File: src/rtl/cordic_tanh_div.sv
// cordic_tanh_div
//   Forms tanh(z) = Yn / Xn from the rotated vector of the hyperbolic CORDIC.
//   The CORDIC gain cancels in the ratio. A restoring divider produces one
//   quotient bit per cycle, MSB first, with valid/ready handshakes on both sides.
//
//   Optional build macro: CORDIC_TANH_SIGMOID_OUT_EN
//     When defined, the value entering DONE is converted to sigmoid,
//     (t + 2^FRAC_BITS) >> 1, which is unsigned 0 .. 2^FRAC_BITS-1.
//     The error path still outputs 0.
//
// Ports
//   clk        clock, rising edge
//   rst        asynchronous active-high reset
//   in_valid   operand pair valid
//   in_ready   block can accept operands (IDLE only, never during rst)
//   x_in       signed cosh term, XY_SZ+1 bits
//   y_in       signed sinh term, XY_SZ+1 bits
//   out_valid  result valid (DONE)
//   out_ready  downstream accepts result
//   out_data   tanh as signed Q0.FRAC_BITS, or sigmoid when the macro is set
//   out_err    x_in was <= 0
//
// state | meaning
// ------+-------------------------------------------------------
// IDLE  | waiting for an operand pair, in_ready=1
// DIV   | restoring division, FRAC_BITS cycles
// DONE  | result presented, out_valid=1 until out_ready
module cordic_tanh_div #(
    parameter int XY_SZ     = 8,
    parameter int FRAC_BITS = 7,
    parameter int OUT_W     = FRAC_BITS + 1
) (
    input  logic             clk,
    input  logic             rst,
    input  logic             in_valid,
    output logic             in_ready,
    input  logic [XY_SZ:0]   x_in,
    input  logic [XY_SZ:0]   y_in,
    output logic             out_valid,
    input  logic             out_ready,
    output logic [OUT_W-1:0] out_data,
    output logic             out_err
);

    localparam int CNT_W = (FRAC_BITS > 1) ? $clog2(FRAC_BITS) : 1;
    localparam int REM_W = XY_SZ + 2;

    localparam logic [OUT_W-1:0] SAT_POS = OUT_W'((1 << FRAC_BITS) - 1);
    localparam logic [OUT_W-1:0] SAT_NEG = OUT_W'(-((1 << FRAC_BITS) - 1));

    typedef enum logic [1:0] {
        IDLE = 2'd0,
        DIV  = 2'd1,
        DONE = 2'd2
    } state_t;

    state_t state_q, state_d;

    logic [REM_W-1:0]     rem_q;
    logic [FRAC_BITS-1:0] q_q;
    logic [XY_SZ-1:0]     d_q;
    logic                 s_q;
    logic [CNT_W-1:0]     cnt_q;

    logic                 accept;
    logic [XY_SZ:0]       y_mag;
    logic                 x_bad;
    logic                 y_sat;
    logic [REM_W-1:0]     rem2;
    logic [REM_W-1:0]     d_ext;
    logic                 q_bit;
    logic [FRAC_BITS-1:0] q_next;
    logic [OUT_W-1:0]     q_signed;
    logic                 last_iter;

    // Final-stage conversion shared by the normal and saturate paths.
    function automatic logic [OUT_W-1:0] finalize(input logic [OUT_W-1:0] t);
`ifdef CORDIC_TANH_SIGMOID_OUT_EN
        logic [OUT_W:0] sum;
        sum = {t[OUT_W-1], t} + (OUT_W+1)'(1 << FRAC_BITS);
        return OUT_W'(sum >> 1);
`else
        return t;
`endif
    endfunction

    // -2^XY_SZ maps to 2^XY_SZ, which still fits in XY_SZ+1 unsigned bits.
    assign y_mag  = y_in[XY_SZ] ? (~y_in + 1'b1) : y_in;
    assign x_bad  = x_in[XY_SZ] || (x_in == '0);
    assign y_sat  = (y_mag >= {1'b0, x_in[XY_SZ-1:0]});
    assign accept = in_ready && in_valid;

    // rem < d throughout, so the doubled remainder never reaches the top bit.
    assign rem2      = rem_q << 1;
    assign d_ext     = {2'b00, d_q};
    assign q_bit     = (rem2 >= d_ext);
    assign q_next    = {q_q[FRAC_BITS-2:0], q_bit};
    assign q_signed  = s_q ? -{1'b0, q_next} : {1'b0, q_next};
    assign last_iter = (cnt_q == '0);

    // state register
    always_ff @(posedge clk or posedge rst) begin
        if (rst) begin
            state_q <= IDLE;
        end else begin
            state_q <= state_d;
        end
    end

    // next-state logic
    always_comb begin
        state_d = state_q;
        case (state_q)
            IDLE: begin
                if (in_valid) begin
                    if (x_bad || y_sat) state_d = DONE;
                    else                state_d = DIV;
                end
            end
            DIV: begin
                if (last_iter) state_d = DONE;
            end
            DONE: begin
                if (out_ready) state_d = IDLE;
            end
            default: state_d = IDLE;
        endcase
    end

    // outputs decoded from state
    always_comb begin
        in_ready  = 1'b0;
        out_valid = 1'b0;
        case (state_q)
            IDLE:    in_ready  = !rst;
            DONE:    out_valid = 1'b1;
            default: ;
        endcase
    end

    // divider datapath and result registers
    always_ff @(posedge clk or posedge rst) begin
        if (rst) begin
            rem_q    <= '0;
            q_q      <= '0;
            d_q      <= '0;
            s_q      <= 1'b0;
            cnt_q    <= '0;
            out_data <= '0;
            out_err  <= 1'b0;
        end else begin
            case (state_q)
                IDLE: begin
                    if (accept) begin
                        s_q   <= y_in[XY_SZ];
                        d_q   <= x_in[XY_SZ-1:0];
                        rem_q <= {1'b0, y_mag};
                        q_q   <= '0;
                        cnt_q <= CNT_W'(FRAC_BITS - 1);
                        if (x_bad) begin
                            out_data <= '0;
                            out_err  <= 1'b1;
                        end else if (y_sat) begin
                            out_data <= finalize(y_in[XY_SZ] ? SAT_NEG : SAT_POS);
                            out_err  <= 1'b0;
                        end
                    end
                end
                DIV: begin
                    rem_q <= q_bit ? (rem2 - d_ext) : rem2;
                    q_q   <= q_next;
                    cnt_q <= cnt_q - 1'b1;
                    if (last_iter) begin
                        out_data <= finalize(q_signed);
                        out_err  <= 1'b0;
                    end
                end
                default: ;
            endcase
        end
    end

endmodule
File: config.mk
export PLATFORM = sky130hd
export DESIGN_NAME = cordic_tanh_div
export DESIGN_NICKNAME = d
export VERILOG_FILES = /design/src/rtl/cordic_tanh_div.sv
export SDC_FILE = /design/constraint.sdc
export NUM_CORES = 1
export LEC_CHECK = 0
export CORE_MARGIN = 10
export CORE_UTILIZATION = 45
export CTS_BUF_LIST = sky130_fd_sc_hd__clkbuf_4 sky130_fd_sc_hd__clkbuf_8
export DETAILED_ROUTE_END_ITERATION = 8
export DONT_BUFFER_PORTS = 1
export PLACE_DENSITY = 0.6
export SYNTH_ARGS = -nofsm -noshare
export SYNTH_HDL_FRONTEND = slang
export SYNTH_SLANG_ARGS = --single-unit
File: constraint.sdc
create_clock -name clk -period 3.2 [get_ports clk]
set_input_delay 0.8 -clock clk [delete_from_list [all_inputs] [get_ports clk]]
set_output_delay 0.8 -clock clk [all_outputs]
set_load 0.05 [all_outputs]
==> reports/metrics.yaml <==
detailed_routing:
  vias: 2151
  postRouteAntennaNets: 0
  dr.pass1.iters: 4
  drc: 0
  wire_per_inst_um: 16.6
  first_iter_violations: 111
  viasPerCell: 5.60
  wirelength_um: 6360
critical_path:
  slowest_delay_ns: 0.39
  cp_common_cell: "or3_4"
  crit_chain: "or3_4 > o31ai_4 > xnor2_1 > ha_1 > nand4_1 > and3_1 > o21ai_2 > a2111oi_4 > or3_4 > buf_12 > buf_8 > mux2_4"
  crit_start: "y_in[2]"
  timing.rr.start: "rem_q[0]$_DFFE_PP0P_"
  crit_type: "input port to flop"
  r2r_slack_ns: 0.47
  cp.required_ns: 3.38
  crit_fanout: 6
  critPathTopFamily: "simple AND/OR/NAND/NOR gates"
  rr_endpoint: "out_data[6]$_DFFE_PP0P_"
  crit_slowest_cell: "or3_4"
  rr_worst_depth: 11
  path_buf_inv: 2
  startpoint_type: "input port"
  end_kind: "flop"
  cp.arrival_ns: 3.30
final_layout:
  area_delta_synth_final_pct: 16.2
  final_cells: 384
  drive_gt1_share_pct: 17.9
  design_area_um2: 3080
  final_cell_mix: "nand2_1 (40), dfrtp_1 (38), o21ai_0 (29)"
  n_fill_cell: 547
  antenna_cells: 0
  fin_util_pct: 54.9
  final_common_cell: "nand2_1"
  fin_nets: 354
cts:
  clock-sinks: 38
  insertion_delay_ns: 0.29
  clk_path_buf_depth: 2
  cts_tree: "done"
  cts_buffers: 5
  ctsHoldBuffers: 0
  path_clk_slew_ns: 0.07
  htreeDepth: 2
  root_buffer: "clkbuf_8"
synth:
  yosysWarnings: 0
  synth_area_um2: 2650
  synth_seq_cells: 38
  syn-num-nets: 342
  yosysTopAreaCellShare_pct: 35.9
  synth_area_leaders: "dfrtp_1 (36%), ha_1 (9.4%), nand2_1 (5.7%)"
  synth_cells: 299
  postSynth.asyncResetShare_pct: 100
  ys_seq_area_share_pct: 35.9
  synthDistinctLibCells: 48
  syn_area_per_cell_um2: 8.87
  synth.largest_area_cell: "dfrtp_1"
  synth_edf_count: 0
  ys.flop_type: "dfrtp_1"
placement:
  placed_area_um2: 2860
  io_buffers: 0
  place_inst: 374
  gp_congestion: 0.835
  dp_hpwl_um: 4710
power:
  combinationalPowerShare_pct: 53.7
  ir_drop_v: 0.000459
  internal-power_uw: 1640
  leakage_uw: 0.00143
  switching_power_uw: 1460
  p_seq_share_pct: 34.9
  p_clk_share_pct: 11.4
  sw_frac_of_total_pct: 47.1
  power_uw: 3100
  power_density_nw_per_um2: 1010
sta:
  rsz0062_at_grt: "true"
  hold_viol_final: 0
  finalCriticalPeriod_ns: 3.12
  tns_ns: 0
  setup_viol: 0
  maxSlewHeadroom_pct: 58.3
  skew_ns: 0.00321
  slew_viol_final: 0
  max_freq_mhz: 321
  tightest_slew_ns: 0.624
  fin_crit_sh_pct: 97.5
floorplan:
  io_pins: 33
  fp.coreArea_um2: 5610
  fp.dieArea_um2: 9360
  initial_core_util_pct: 47.3
  die-height_um: 96.8
  die_width_um: 96.8
  core.rowCount: 27
grt:
  antenna_found_initial: 0
  grt_max_degree: 39
  grt_pass1_wl_um: 10600
  grt.total_usage_pct: 13.4
  grt_pass1_vias: 2045
  grt.overflow.total: 0
hold_path:
  hp-class: "flop to flop"
  min-delay-start: "cnt_q[0]$_DFFE_PP0P_"
  hold_depth: 1
  hold_path_end: "cnt_q[0]$_DFFE_PP0P_"
status:
  status: "completed"
flow_run:
  maxCapViolations: 0
metrics by stage:
step / hold WS (ns) / worst slack (ns)
after CTS: 0.501 / 0.128
after detailed placement: 0.489 / -0.186
final: 0.498 / 0.0815
after global routing: 0.524 / -0.0241
after floorplan: 0.461 / -0.0112
after global placement: 0.482 / -0.0888
Yosys cell counts, types with 2 or more instances:
cell type  number
xnor2_1        10
a21oi_1        14
ha_1           20
dfrtp_1        38
o31ai_1         3
nand2_1        40
inv_1          27
mux2i_1        10
a21o_1          2
nor2b_1         4
a211oi_1        4
mux2_2          2
nand2b_1        5
a31oi_1         4
clkbuf_1       12
o211a_1         3
nor2_1         16
nor3_1          5
o211ai_1        2
o21ai_0        29
mux2_4          8
nand3_1         2
o21a_1          2
nor4_1          3
o22ai_1         4
nand4_1         3
o311a_1         2
xor2_1          4
or3_1           2
state kept, by name, indices dropped and copies added, names as in the netlist:
| register | count |
|---|---|
| state_q | 2 |
| cnt_q | 3 |
| s_q | 1 |
| rem_q | 9 |
| out_data | 8 |
| d_q | 8 |
| q_q | 6 |
| out_err | 1 |
power by group through the flow:
stage | Sequential (uW) | Clock (uW) | Combinational (uW)
6_report | 1080 | 353 | 1660
5_1_grt | 1120 | 386 | 1890
4_1_cts | 1080 | 367 | 1640
3_5_place_dp | 1090 | 0 | 1620
3_3_place_gp | 1090 | 0 | 1600
2_1_floorplan | 996 | 0 | 1350
layer usage:
metal | GRT usage [%] | vias to the layer above | wire length (um)
li1 | - | 1073 | -
met2 | 21.4 | 68 | 2950
met1 | 16.6 | 1005 | 2800
met3 | 4.19 | 5 | 528
met4 | 4.17 | 0 | 82
met5 | 0 | - | 0
what timing repair did:
item                                    CTS  global route
endpoints found under the setup margin    0             8
setup buffers                             0             2
endpoints found under the hold margin     0             0
gates resized for setup                   0            24
cells by family (layout without fill, tap and decap cells):
logic type      count (synthesis)  after routing  synth area share [%]
simple gates                   86             86                  15.2
compound gates                 79             79                  18.8
buf+inv                        41             54                  6.13
flops                          38             38                  35.9
fa+ha+maj                      21             21                  10.2
mux                            20             20                  9.16
xor+xnor                       14             14                  4.62
worst max path at each step:
| stage | to | depth (start not counted) |
|---|---|---|
| floorplan | out_data[0]$_DFFE_PP0P_ | 11 |
| global placement | out_data[1]$_DFFE_PP0P_ | 13 |
| detailed placement | out_data[4]$_DFFE_PP0P_ | 13 |
| CTS | out_data[4]$_DFFE_PP0P_ | 13 |
| global route | out_data[3]$_DFFE_PP0P_ | 14 |
| finish | out_err$_DFFE_PP0P_ | 12 |
final cells by class:
cell class	count	area, um^2	area share (%)
flip-flops and latches	38	951	30.9
clock inverters	1	5.00	0.162
clock buffers	7	90.1	2.92
inverters	27	144	4.67
well taps	72	90.1	2.92
multi-input cells	220	1640	53.2
repair buffers	19	163	5.28
(Power assumes the default switching activity.)
